### src/rtl/moxie_pkg.sv
// rtl/moxie_pkg.sv - shared Moxie constants, fetch FSM encoding and instruction-length decode
package moxie_pkg;

  localparam logic [31:0] BOOT_ADDRESS = 32'h0000_1000;

  // Bit n set => opcode n (0x00..0x3F) is a 48-bit instruction:
  // 0x01 0x03 0x08 0x09 0x0C 0x0D 0x0F-0x18 0x1A 0x1B 0x1D 0x20 0x24 0x36-0x39
  localparam logic [63:0] LONG_OPCODE_MASK = 64'h03C0_0011_2DFF_B30A;

  typedef enum logic [1:0] {
    ST_IDLE         = 2'd0,
    ST_WAIT         = 2'd1,
    ST_WAIT_DISCARD = 2'd2
  } fetch_state_t;

  function automatic logic insn_is_long(input logic [7:0] opcode);
    return (opcode[7:6] == 2'b00) && LONG_OPCODE_MASK[opcode[5:0]];
  endfunction

endpackage

### src/rtl/moxie_fetch_queue_if.sv
// rtl/moxie_fetch_queue_if.sv - instruction-memory, redirect and decode handshake bundle
interface moxie_fetch_queue_if;

  logic        imem_req;
  logic [31:0] imem_addr;
  logic        imem_ack;
  logic [31:0] imem_data;
  logic        flush;
  logic [31:0] flush_pc;
  logic        insn_valid;
  logic        insn_ready;
  logic [47:0] insn;
  logic        insn_long;
  logic [31:0] insn_pc;

  modport master (
    output imem_req, imem_addr, insn_valid, insn, insn_long, insn_pc,
    input  imem_ack, imem_data, flush, flush_pc, insn_ready
  );

  modport slave (
    input  imem_req, imem_addr, insn_valid, insn, insn_long, insn_pc,
    output imem_ack, imem_data, flush, flush_pc, insn_ready
  );

endinterface

### src/rtl/moxie_insn_length.sv
// rtl/moxie_insn_length.sv - combinational 16/48-bit instruction length decode
module moxie_insn_length
  import moxie_pkg::*;
(
  input  logic [7:0] opcode,
  output logic       is_long
);

  assign is_long = insn_is_long(opcode);

endmodule

### src/rtl/moxie_fetch_queue.sv
// rtl/moxie_fetch_queue.sv - 4-halfword instruction fetch queue; MOXIE_FETCH_BYPASS_EN enables ack-cycle bypass
module moxie_fetch_queue
  import moxie_pkg::*;
(
  input  logic                clk,
  input  logic                reset,
  moxie_fetch_queue_if.master bus
);

  fetch_state_t state;
  logic [15:0]  hw [4];
  logic [1:0]   head;
  logic [1:0]   tail;
  logic [2:0]   count;
  logic [31:0]  fetch_addr;
  logic [31:0]  pc;
  logic         skip_first;

  logic [15:0]  h0, h1, h2;
  logic         buf_long;
  logic         buf_valid;
  logic         ack_write;
  logic [1:0]   fill;
  logic         out_valid;
  logic         out_long;
  logic [47:0]  out_insn;
  logic         take;
  logic [1:0]   take_len;

  assign h0 = hw[head];
  assign h1 = hw[head + 2'd1];
  assign h2 = hw[head + 2'd2];

  moxie_insn_length u_len_buf (
    .opcode  (h0[15:8]),
    .is_long (buf_long)
  );

  assign buf_valid = buf_long ? (count >= 3'd3) : (count != 3'd0);

  // Data acked into a flushed queue is stale and never written.
  assign ack_write = (state == ST_WAIT) && bus.imem_ack && !bus.flush;
  assign fill      = !ack_write ? 2'd0 : (skip_first ? 2'd1 : 2'd2);

`ifdef MOXIE_FETCH_BYPASS_EN
  logic bypass;
  logic bypass_long;

  moxie_insn_length u_len_byp (
    .opcode  (bus.imem_data[31:24]),
    .is_long (bypass_long)
  );

  assign bypass = ack_write && (count == 3'd0) && !skip_first;
`endif

  always_comb begin
    out_valid = buf_valid;
    out_long  = buf_long;
    out_insn  = buf_long ? {h0, h1, h2} : {h0, 32'h0};
`ifdef MOXIE_FETCH_BYPASS_EN
    // A bypassed halfword is still written below; consuming it just advances head.
    if (bypass) begin
      out_valid = !bypass_long;
      out_long  = bypass_long;
      out_insn  = {bus.imem_data[31:16], 32'h0};
    end
`endif
  end

  assign bus.insn_valid = out_valid;
  assign bus.insn_long  = out_long;
  assign bus.insn       = out_insn;
  assign bus.insn_pc    = pc;

  assign take     = out_valid && bus.insn_ready && !bus.flush;
  assign take_len = !take ? 2'd0 : (out_long ? 2'd3 : 2'd1);

  always_ff @(posedge clk or negedge reset) begin
    if (!reset) begin
      state         <= ST_IDLE;
      bus.imem_req  <= 1'b0;
      bus.imem_addr <= BOOT_ADDRESS;
      fetch_addr    <= BOOT_ADDRESS;
      pc            <= BOOT_ADDRESS;
      head          <= 2'd0;
      tail          <= 2'd0;
      count         <= 3'd0;
      skip_first    <= 1'b0;
      for (int i = 0; i < 4; i++) hw[i] <= 16'h0;
    end else begin
      if (bus.flush) begin
        head       <= 2'd0;
        tail       <= 2'd0;
        count      <= 3'd0;
        fetch_addr <= bus.flush_pc & ~32'h3;
        pc         <= bus.flush_pc & ~32'h1;
        skip_first <= bus.flush_pc[1];
      end else begin
        if (ack_write) begin
          if (skip_first) begin
            hw[tail] <= bus.imem_data[15:0];
          end else begin
            hw[tail]         <= bus.imem_data[31:16];
            hw[tail + 2'd1]  <= bus.imem_data[15:0];
          end
          skip_first <= 1'b0;
          fetch_addr <= fetch_addr + 32'd4;
        end
        tail  <= tail + fill;
        head  <= head + take_len;
        count <= count + {1'b0, fill} - {1'b0, take_len};
        pc    <= pc + {29'd0, take_len, 1'b0};
      end

      case (state)
        ST_IDLE: begin
          if (count <= 3'd2 && !bus.flush) begin
            bus.imem_req  <= 1'b1;
            bus.imem_addr <= fetch_addr;
            state         <= ST_WAIT;
          end
        end
        ST_WAIT: begin
          if (bus.imem_ack) bus.imem_req <= 1'b0;
          if (bus.flush) state <= ST_WAIT_DISCARD;
          else if (bus.imem_ack) state <= ST_IDLE;
        end
        ST_WAIT_DISCARD: begin
          // Entered with no request pending when the flush coincided with the ack.
          if (bus.imem_ack || !bus.imem_req) begin
            bus.imem_req <= 1'b0;
            state        <= ST_IDLE;
          end
        end
        default: state <= ST_IDLE;
      endcase
    end
  end

endmodule

### src/flat_wrapper.sv
// flat-port wrapper written by rule: the top's interface ports become plain ports
module moxie_fetch_queue_flat import moxie_pkg::*;
  (clk, reset, bus_imem_req, bus_imem_addr, bus_insn_valid, bus_insn, bus_insn_long, bus_insn_pc, bus_imem_ack, bus_imem_data, bus_flush, bus_flush_pc, bus_insn_ready);
  moxie_fetch_queue_if bus_i ();
  input  logic clk;
  input  logic reset;
  output wire logic [$bits(bus_i.imem_req)-1:0] bus_imem_req;
  output wire logic [$bits(bus_i.imem_addr)-1:0] bus_imem_addr;
  output wire logic [$bits(bus_i.insn_valid)-1:0] bus_insn_valid;
  output wire logic [$bits(bus_i.insn)-1:0] bus_insn;
  output wire logic [$bits(bus_i.insn_long)-1:0] bus_insn_long;
  output wire logic [$bits(bus_i.insn_pc)-1:0] bus_insn_pc;
  input wire logic [$bits(bus_i.imem_ack)-1:0] bus_imem_ack;
  input wire logic [$bits(bus_i.imem_data)-1:0] bus_imem_data;
  input wire logic [$bits(bus_i.flush)-1:0] bus_flush;
  input wire logic [$bits(bus_i.flush_pc)-1:0] bus_flush_pc;
  input wire logic [$bits(bus_i.insn_ready)-1:0] bus_insn_ready;
  assign bus_imem_req = bus_i.imem_req;
  assign bus_imem_addr = bus_i.imem_addr;
  assign bus_insn_valid = bus_i.insn_valid;
  assign bus_insn = bus_i.insn;
  assign bus_insn_long = bus_i.insn_long;
  assign bus_insn_pc = bus_i.insn_pc;
  assign bus_i.imem_ack = bus_imem_ack;
  assign bus_i.imem_data = bus_imem_data;
  assign bus_i.flush = bus_flush;
  assign bus_i.flush_pc = bus_flush_pc;
  assign bus_i.insn_ready = bus_insn_ready;
  moxie_fetch_queue u_core (.clk(clk), .reset(reset), .bus(bus_i));
endmodule
### config.mk
export PLATFORM = sky130hd
export DESIGN_NAME = moxie_fetch_queue_flat
export DESIGN_NICKNAME = d
export VERILOG_FILES = /design/src/rtl/moxie_pkg.sv /design/src/rtl/moxie_fetch_queue_if.sv /design/src/rtl/moxie_insn_length.sv /design/src/rtl/moxie_fetch_queue.sv /design/src/flat_wrapper.sv
export SDC_FILE = /design/constraint.sdc
export NUM_CORES = 1
export LEC_CHECK = 0
export CELL_PAD_IN_SITES_DETAIL_PLACEMENT = 1
export CELL_PAD_IN_SITES_GLOBAL_PLACEMENT = 2
export CORE_UTILIZATION = 36
export DETAILED_ROUTE_END_ITERATION = 8
export PLACE_DENSITY_LB_ADDON = 0.1
export SYNTH_ARGS = -nofsm -noshare
export SYNTH_HDL_FRONTEND = slang
export SYNTH_SLANG_ARGS = --single-unit
### constraint.sdc
create_clock -name clk -period 12.3 [get_ports clk]
set_input_delay 2.46 -clock clk [delete_from_list [all_inputs] [get_ports clk]]
set_output_delay 2.46 -clock clk [all_outputs]
set_load 0.005 [all_outputs]
==> run summary, run 1 <==
num ports -> 184
H-tree Lvls -> 4
commonest register cell after synthesis -> dfrtp_1
fin crit share -> 54.54%
worst skew pair latency -> 430 ps
CTS clk-pin slew, worst paths -> 70 ps
post-layout net count -> 1216
VDD IR max -> 0.08045 mV
Hold Fails Final Rpt -> 0
initial core utilization -> 36.53%
setup repair bufs after CTS -> 0
HPWL after DPL -> 21.77 mm
initial antenna violation count -> 4
Multi-input gate area -> 5620 µm²
Hold Buf Count CTS -> 0
f_max -> 149.1 MHz
Area Overhead vs Synth -> 26.26%
Synth area leaders -> dfrtp_1 40%, mux4_2 10%, mux2_2 7.8%
syn_area_per_cell -> 10.13 µm²
crit start category -> register
clk_skew -> 18.24 ps
Storage cell area -> 4164 µm²
design area -> 12810 µm²
Final ANT Viol Nets -> 0
status -> complete, no violations
CP Capture Type -> primary output
layout cells sized above 1 -> 16.10%
die height -> 169.9 µm
count of different cell masters after synthesis -> 58
I/O Buffers -> 179
R2R Setup Slk -> 5950 ps
Async SR Flop Fraction -> 100.0%
DR vias -> 8307
fin. max-slew vios -> 0
cts repair resizes -> 0
first-pass GRT wire length -> 49.73 mm
total congestion overflow -> 0
largest area contributor in the netlist -> dfrtp_1
Max Buffers Root-to-Sink -> 2
routed len/inst -> 20.58 µm
Tightest Pin Transition -> 1196 ps
Placer Congestion -> 0.7489
synthesized instance count -> 1002
top post-synthesis cells by count -> 163 x dfrtp_1, 109 x nand2_1, 71 x clkbuf_1
Setup violations, final -> 0
Leak -> 5.036 nW
pwr dens -> 186.5 nW/µm²
Hold Path Class -> register to register
Req. time, crit path -> 9840 ps
Starting DRT DRC Count -> 551
chip width -> 169.9 µm
Slew headroom -> 20.24%
largest fanout on the critical path -> 48
CTS tree -> yes
largest net degree at the start of global routing -> 130
MaxCap Viol Count -> 0
CTS root buf -> clkbuf_16
share of the synthesized area in the top cell type -> 40.19%
WL final -> 31.35 mm
synth warn -> 0
kind of critical path -> register to primary output
vias per std cell -> 5.454
DRC viols -> 0
Die ar. -> 28870 µm²
Seq/Total Area, Yosys -> 40.97%
RSZ-0062 raised after global routing -> false
gr usage total -> 22.44%
DP Area -> 12210 µm²
Worst Path Arrival -> 4250 ps
most frequent cell after synthesis -> dfrtp_1
setup TNS -> 0 ps
mapped cell area -> 10150 µm²
total CTS buffers -> 17
Site Rows -> 61
Period minus WS final -> 6709 ps
Post-synth EDFFs -> 0
filler cell count -> 3128
number of global-route vias before repair -> 8213
core box area -> 27780 µm²
Sink Count -> 166
first drt pass iteration count -> 4
flop and latch count out of synthesis -> 166
[state kept, by name (all words and copies together) (netlist names)]
signal and count:
u_core.hw 64, u_core.bus.insn_pc 31, u_core.state 2, u_core.skip_first 1, u_core.head 2, u_core.count 3
u_core.fetch_addr 30, u_core.tail 2, u_core.bus.imem_addr 30, u_core.bus.imem_req 1
[through the flow]
stage                     std cells  utilization [%]  hold slack, ps  setup WS [ps]  power [mW]
after global routing           1523            46.12           515.1           5255       2.552
final                          1523            46.12           507.9           5591       2.390
after global placement         1489            43.96           487.2           5815       1.840
after floorplan                1004                -           475.1           7086       1.379
after detailed placement       1489            43.96           493.4           5803       1.871
after CTS                      1521            46.10           509.6           5508       2.419
[per-layer routing]
layer | up-vias | track usage, % | wire length [µm]
li1 | 3903 | - | -
met1 | 4210 | 34.42 | 15780
met2 | 173 | 33.30 | 14000
met3 | 17 | 3.279 | 1248
met4 | 4 | 4.544 | 290
met5 | - | 0 | 31
[report_power, final]
part,switching [mW],internal [mW],total (mW)
combinational,0.430,0.568,0.998
clock,0.262,0.279,0.541
sequential,0.158,0.693,0.851
[critical path, cell delays in order, from the launching register on]
cell             delay (ps)
dfrtp_2                 360
buf_4                   690
mux4_1                  810
nor4bb_1                320
o41ai_1                 120
a31o_1                  310
inv_2                   390
and2_1                  250
clkdlybuf4s50_1         520
[worst paths after layout]
kind | to | from | depth (start not counted)
worst max-delay path | bus_insn[31] | u_core.head[0]$_DFF_PN0_ | 8
worst min-delay path | u_core.bus.imem_addr[4]$_DFFE_PN0P_ | u_core.bus.imem_addr[4]$_DFFE_PN0P_ | 1
worst max register to register | u_core.bus.insn_pc[29]$_DFF_PN0_ | u_core.head[0]$_DFF_PN0_ | 16
worst min register to register | u_core.bus.imem_addr[4]$_DFFE_PN0P_ | u_core.bus.imem_addr[4]$_DFFE_PN0P_ | 1
max in group asynchronous | u_core.skip_first$_DFFE_PN0N_ | reset | 2
min in group asynchronous | u_core.hw[6]$_DFFE_PN0P_ | reset | 1
[cell families after synthesis]
kind of cell / Yosys count / synth area share [%]
and+or+nand+nor: 293 / 13.66
AOI/OAI and AO/OA: 242 / 15.14
DFF: 166 / 40.97
muxes: 120 / 18.65
buffers and inverters: 103 / 4.019
xor gates and xnor gates: 59 / 5.092
adders and majority gates: 18 / 2.429
other: 1 / 0.03695
[cells in the final DEF, fill, tap and decap left out, types with 3 or more instances in the layout]
| master | n |
|---|---|
| clkdlybuf4s50_1 | 178 |
| dfrtp_1 | 160 |
| nand2_1 | 109 |
| nor2_1 | 70 |
| mux2_2 | 70 |
| o21ai_0 | 62 |
| a31oi_1 | 48 |
| mux4_2 | 47 |
| a21oi_1 | 45 |
| a22oi_1 | 42 |
| and2_1 | 36 |
| xnor2_1 | 32 |
| xor2_1 | 27 |
| nand3_1 | 20 |
| clkbuf_16 | 17 |
| inv_1 | 16 |
| a22o_1 | 16 |
| and3_1 | 14 |
| ha_1 | 14 |
| a221oi_1 | 12 |
| buf_4 | 12 |
| nand4_1 | 10 |
| nor2b_1 | 5 |
| or3_1 | 5 |
| inv_8 | 5 |
| a21o_1 | 4 |
| nor2b_2 | 4 |
| clkinv_4 | 4 |
| inv_2 | 3 |
| nor4_1 | 3 |
| and4_1 | 3 |
| fa_1 | 3 |
| conb_1 | 3 |
| clkinv_8 | 3 |
| dfstp_2 | 3 |
[final cells by class]
cell class              count  area share, %
flip-flops and latches    166          32.50
multi-input cells         735          43.86
inverters                  19         0.5566
repair buffers            191          14.70
well taps                 378          3.691
diodes                      2        0.03906
clock buffers              18          3.427
clock inverters            14          1.230
Power figures use the tool's default switching activity.
==> run 2, diff against run 1 <==
--- a/config.mk
+++ b/config.mk
@@ -7,7 +7,7 @@
 export LEC_CHECK = 0
 export CELL_PAD_IN_SITES_DETAIL_PLACEMENT = 1
 export CELL_PAD_IN_SITES_GLOBAL_PLACEMENT = 2
-export CORE_UTILIZATION = 36
+export CORE_UTILIZATION = 30
 export DETAILED_ROUTE_END_ITERATION = 8
 export PLACE_DENSITY_LB_ADDON = 0.1
 export SYNTH_ARGS = -nofsm -noshare
==> constraint.sdc (replaced) <==
create_clock -name clk -period 6 [get_ports clk]
set_input_delay 1.2 -clock clk [delete_from_list [all_inputs] [get_ports clk]]
set_output_delay 1.2 -clock clk [all_outputs]
set_load 0.005 [all_outputs]
==> run 2 against run 1 <==
Compared with the run above:
- clock power increased by 110%
- register-to-register slack got worse by 5000 ps
- first-iteration DRC count fell by 37%
- combinational power rose by 110%
- sequential share of layout area down 0.29 points
- routed wire length is 1.9% higher
- utilization fell by 6.9 points
- final area increased by 0.89%
- sequential cell count stayed put
- global-route usage down 3.4 points
- final cell count is 4.3% higher
- die area is 20% higher
- highest routed layer is now met4
==> run summary, run 2 (same netlist as run 1, synthesis figures left out) <==
status -> complete, no violations
Sink Count -> 166
commonest non-fill, non-tap cell in the layout -> clkdlybuf4s50_1
f_max -> 193.3 MHz
Hold EP -> u_core.bus.imem_addr[8]$_DFFE_PN0P_
DR vias -> 8224
Hold Fails Final Rpt -> 0
largest fanout on the critical path -> 27
max incr delay on CP -> 620 ps
CTS tree -> yes
Max Buffers Root-to-Sink -> 2
Site Rows -> 66
Placer Congestion -> 0.7399
Worst Path Arrival -> 3970 ps
cts repair resizes -> 0
slowest CP cell -> mux4_2
Hold Path Class -> register to register
hold depth -> 1
number of global-route vias before repair -> 8356
post-route insts no fill -> 1588
max FFs per register -> 64
die height -> 185.9 µm
gr usage total -> 19.04%
HP Start -> u_core.bus.imem_addr[8]$_DFFE_PN0P_
total CTS buffers -> 17
R2R Setup Slk -> 980 ps
crit-path most repeated cell -> buf_4
post-layout net count -> 1218
Period minus WS final -> 5174 ps
Req. time, crit path -> 4800 ps
most frequent cells in the layout -> 178 x clkdlybuf4s50_1, 160 x dfrtp_1, 109 x nand2_1, 70 x nor2_1, 70 x mux2_2
CTS root buf -> clkbuf_16
worst skew pair latency -> 440 ps
worst path cell trace -> buf_4 > buf_4 > mux4_2 > nor2_1 > o41ai_1 > a31o_1 > maj3_2 > or2_1 > clkdlybuf4s50_1
HPWL after DPL -> 21.94 mm
I/O Buffers -> 179
worst reg2reg startpoint -> u_core.head[0]$_DFF_PN0_
kind of critical path -> register to primary output
largest net degree at the start of global routing -> 117
H-tree Lvls -> 4
Slew headroom -> 27.39%
fin crit share -> 86.23%
num ports -> 184
Die ar. -> 34570 µm²
first drt pass iteration count -> 4
crit start category -> register
VDD IR max -> 0.1462 mV
first-pass GRT wire length -> 49.73 mm
Final ANT Viol Nets -> 0
vias per std cell -> 5.179
initial antenna violation count -> 1
Leak -> 5.042 nW
total congestion overflow -> 0
CP Capture Type -> primary output
Setup violations, final -> 0
layout cells sized above 1 -> 16.51%
Tightest Pin Transition -> 1089 ps
RSZ-0062 raised after global routing -> false
clk_skew -> 23.02 ps
routed len/inst -> 20.11 µm
setup repair bufs after CTS -> 0
# placed instances -> 1555
most flop-heavy register -> u_core.hw
filler cell count -> 3617
core box area -> 32950 µm²
fin. max-slew vios -> 0
path depth of the worst reg2reg path -> 16
Hold Buf Count CTS -> 0
setup TNS -> 0 ps
Area Overhead vs Synth -> 27.38%
DRC viols -> 0
r2r endpoint -> u_core.bus.insn_pc[29]$_DFF_PN0_
CTS clk-pin slew, worst paths -> 70 ps
initial core utilization -> 30.80%
pwr dens -> 378.2 nW/µm²
WL final -> 31.93 mm
chip width -> 185.9 µm
Starting DRT DRC Count -> 346
MaxCap Viol Count -> 0
-- run 2: power breakdown --
group | switching [mW] | internal [mW] | total [mW]
logic | 0.889 | 1.17 | 2.06
clock network | 0.558 | 0.565 | 1.12
registers | 0.284 | 1.42 | 1.71
total | 1.73 | 3.16 | 4.89
-- run 2: critical path: cells and delay by family, from the launching register on --
| kind | cells | cell delay [ps] |
|---|---|---|
| flip-flops | 1 | 610 |
| multiplexers | 1 | 620 |
| adder cells (fa/ha/maj) | 1 | 360 |
| AND/OR/NAND/NOR | 2 | 370 |
| AO/OA/AOI/OAI | 2 | 410 |
| buffers and inverters | 3 | 1160 |
-- run 2: stage by stage --
stage | cell area [µm²] | util, % | hold WS [ps] | power [mW] | worst slack, ps
after floorplan | 10160 | - | 475.1 | 2.826 | 1783
after global placement | 12330 | 37.41 | 490.0 | 3.781 | 835.5
after detailed placement | 12330 | 37.41 | 492.3 | 3.829 | 866.5
after CTS | 12920 | 39.23 | 509.2 | 4.981 | 698.0
after global routing | 12930 | 39.23 | 512.1 | 5.247 | 514.8
final | 12930 | 39.23 | 506.2 | 4.889 | 826.3
-- run 2: how the worst max path moves through the flow --
stage                                   from                                to  slack, ps
finish              u_core.head[0]$_DFF_PN0_                    bus_insn_valid        830
global placement    u_core.head[0]$_DFF_PN0_  u_core.bus.insn_pc[29]$_DFF_PN0_        840
global route        u_core.head[0]$_DFF_PN0_                      bus_insn[26]        510
floorplan           u_core.head[0]$_DFF_PN0_  u_core.bus.insn_pc[23]$_DFF_PN0_       1780
CTS                 u_core.head[0]$_DFF_PN0_                       bus_insn[2]        700
detailed placement  u_core.head[0]$_DFF_PN0_  u_core.bus.insn_pc[29]$_DFF_PN0_        870
-- run 2: layout make-up --
cell class                      instances  area (µm²)  share of cell area, %
Timing Repair Buffer                  193        1911                  14.78
Clock buffer                           17       425.4                  3.291
Multi-Input combinational cell        735        5628                  43.53
Tap cell                              442       553.0                  4.278
Inverter                               19       71.32                 0.5517
Sequential cell                       166        4164                  32.21
Antenna cell                            1       2.502                0.01936
Clock inverter                         15       172.7                  1.336
-- run 2: metal layers --
layer / GRT usage (%) / wire length (µm) / vias up
met5: 0 / 0 / -
met3: 4.031 / 1641 / 25
li1: - / - / 3908
met1: 24.71 / 14210 / 4094
met2: 32.28 / 15690 / 197
met4: 4.328 / 384 / 0
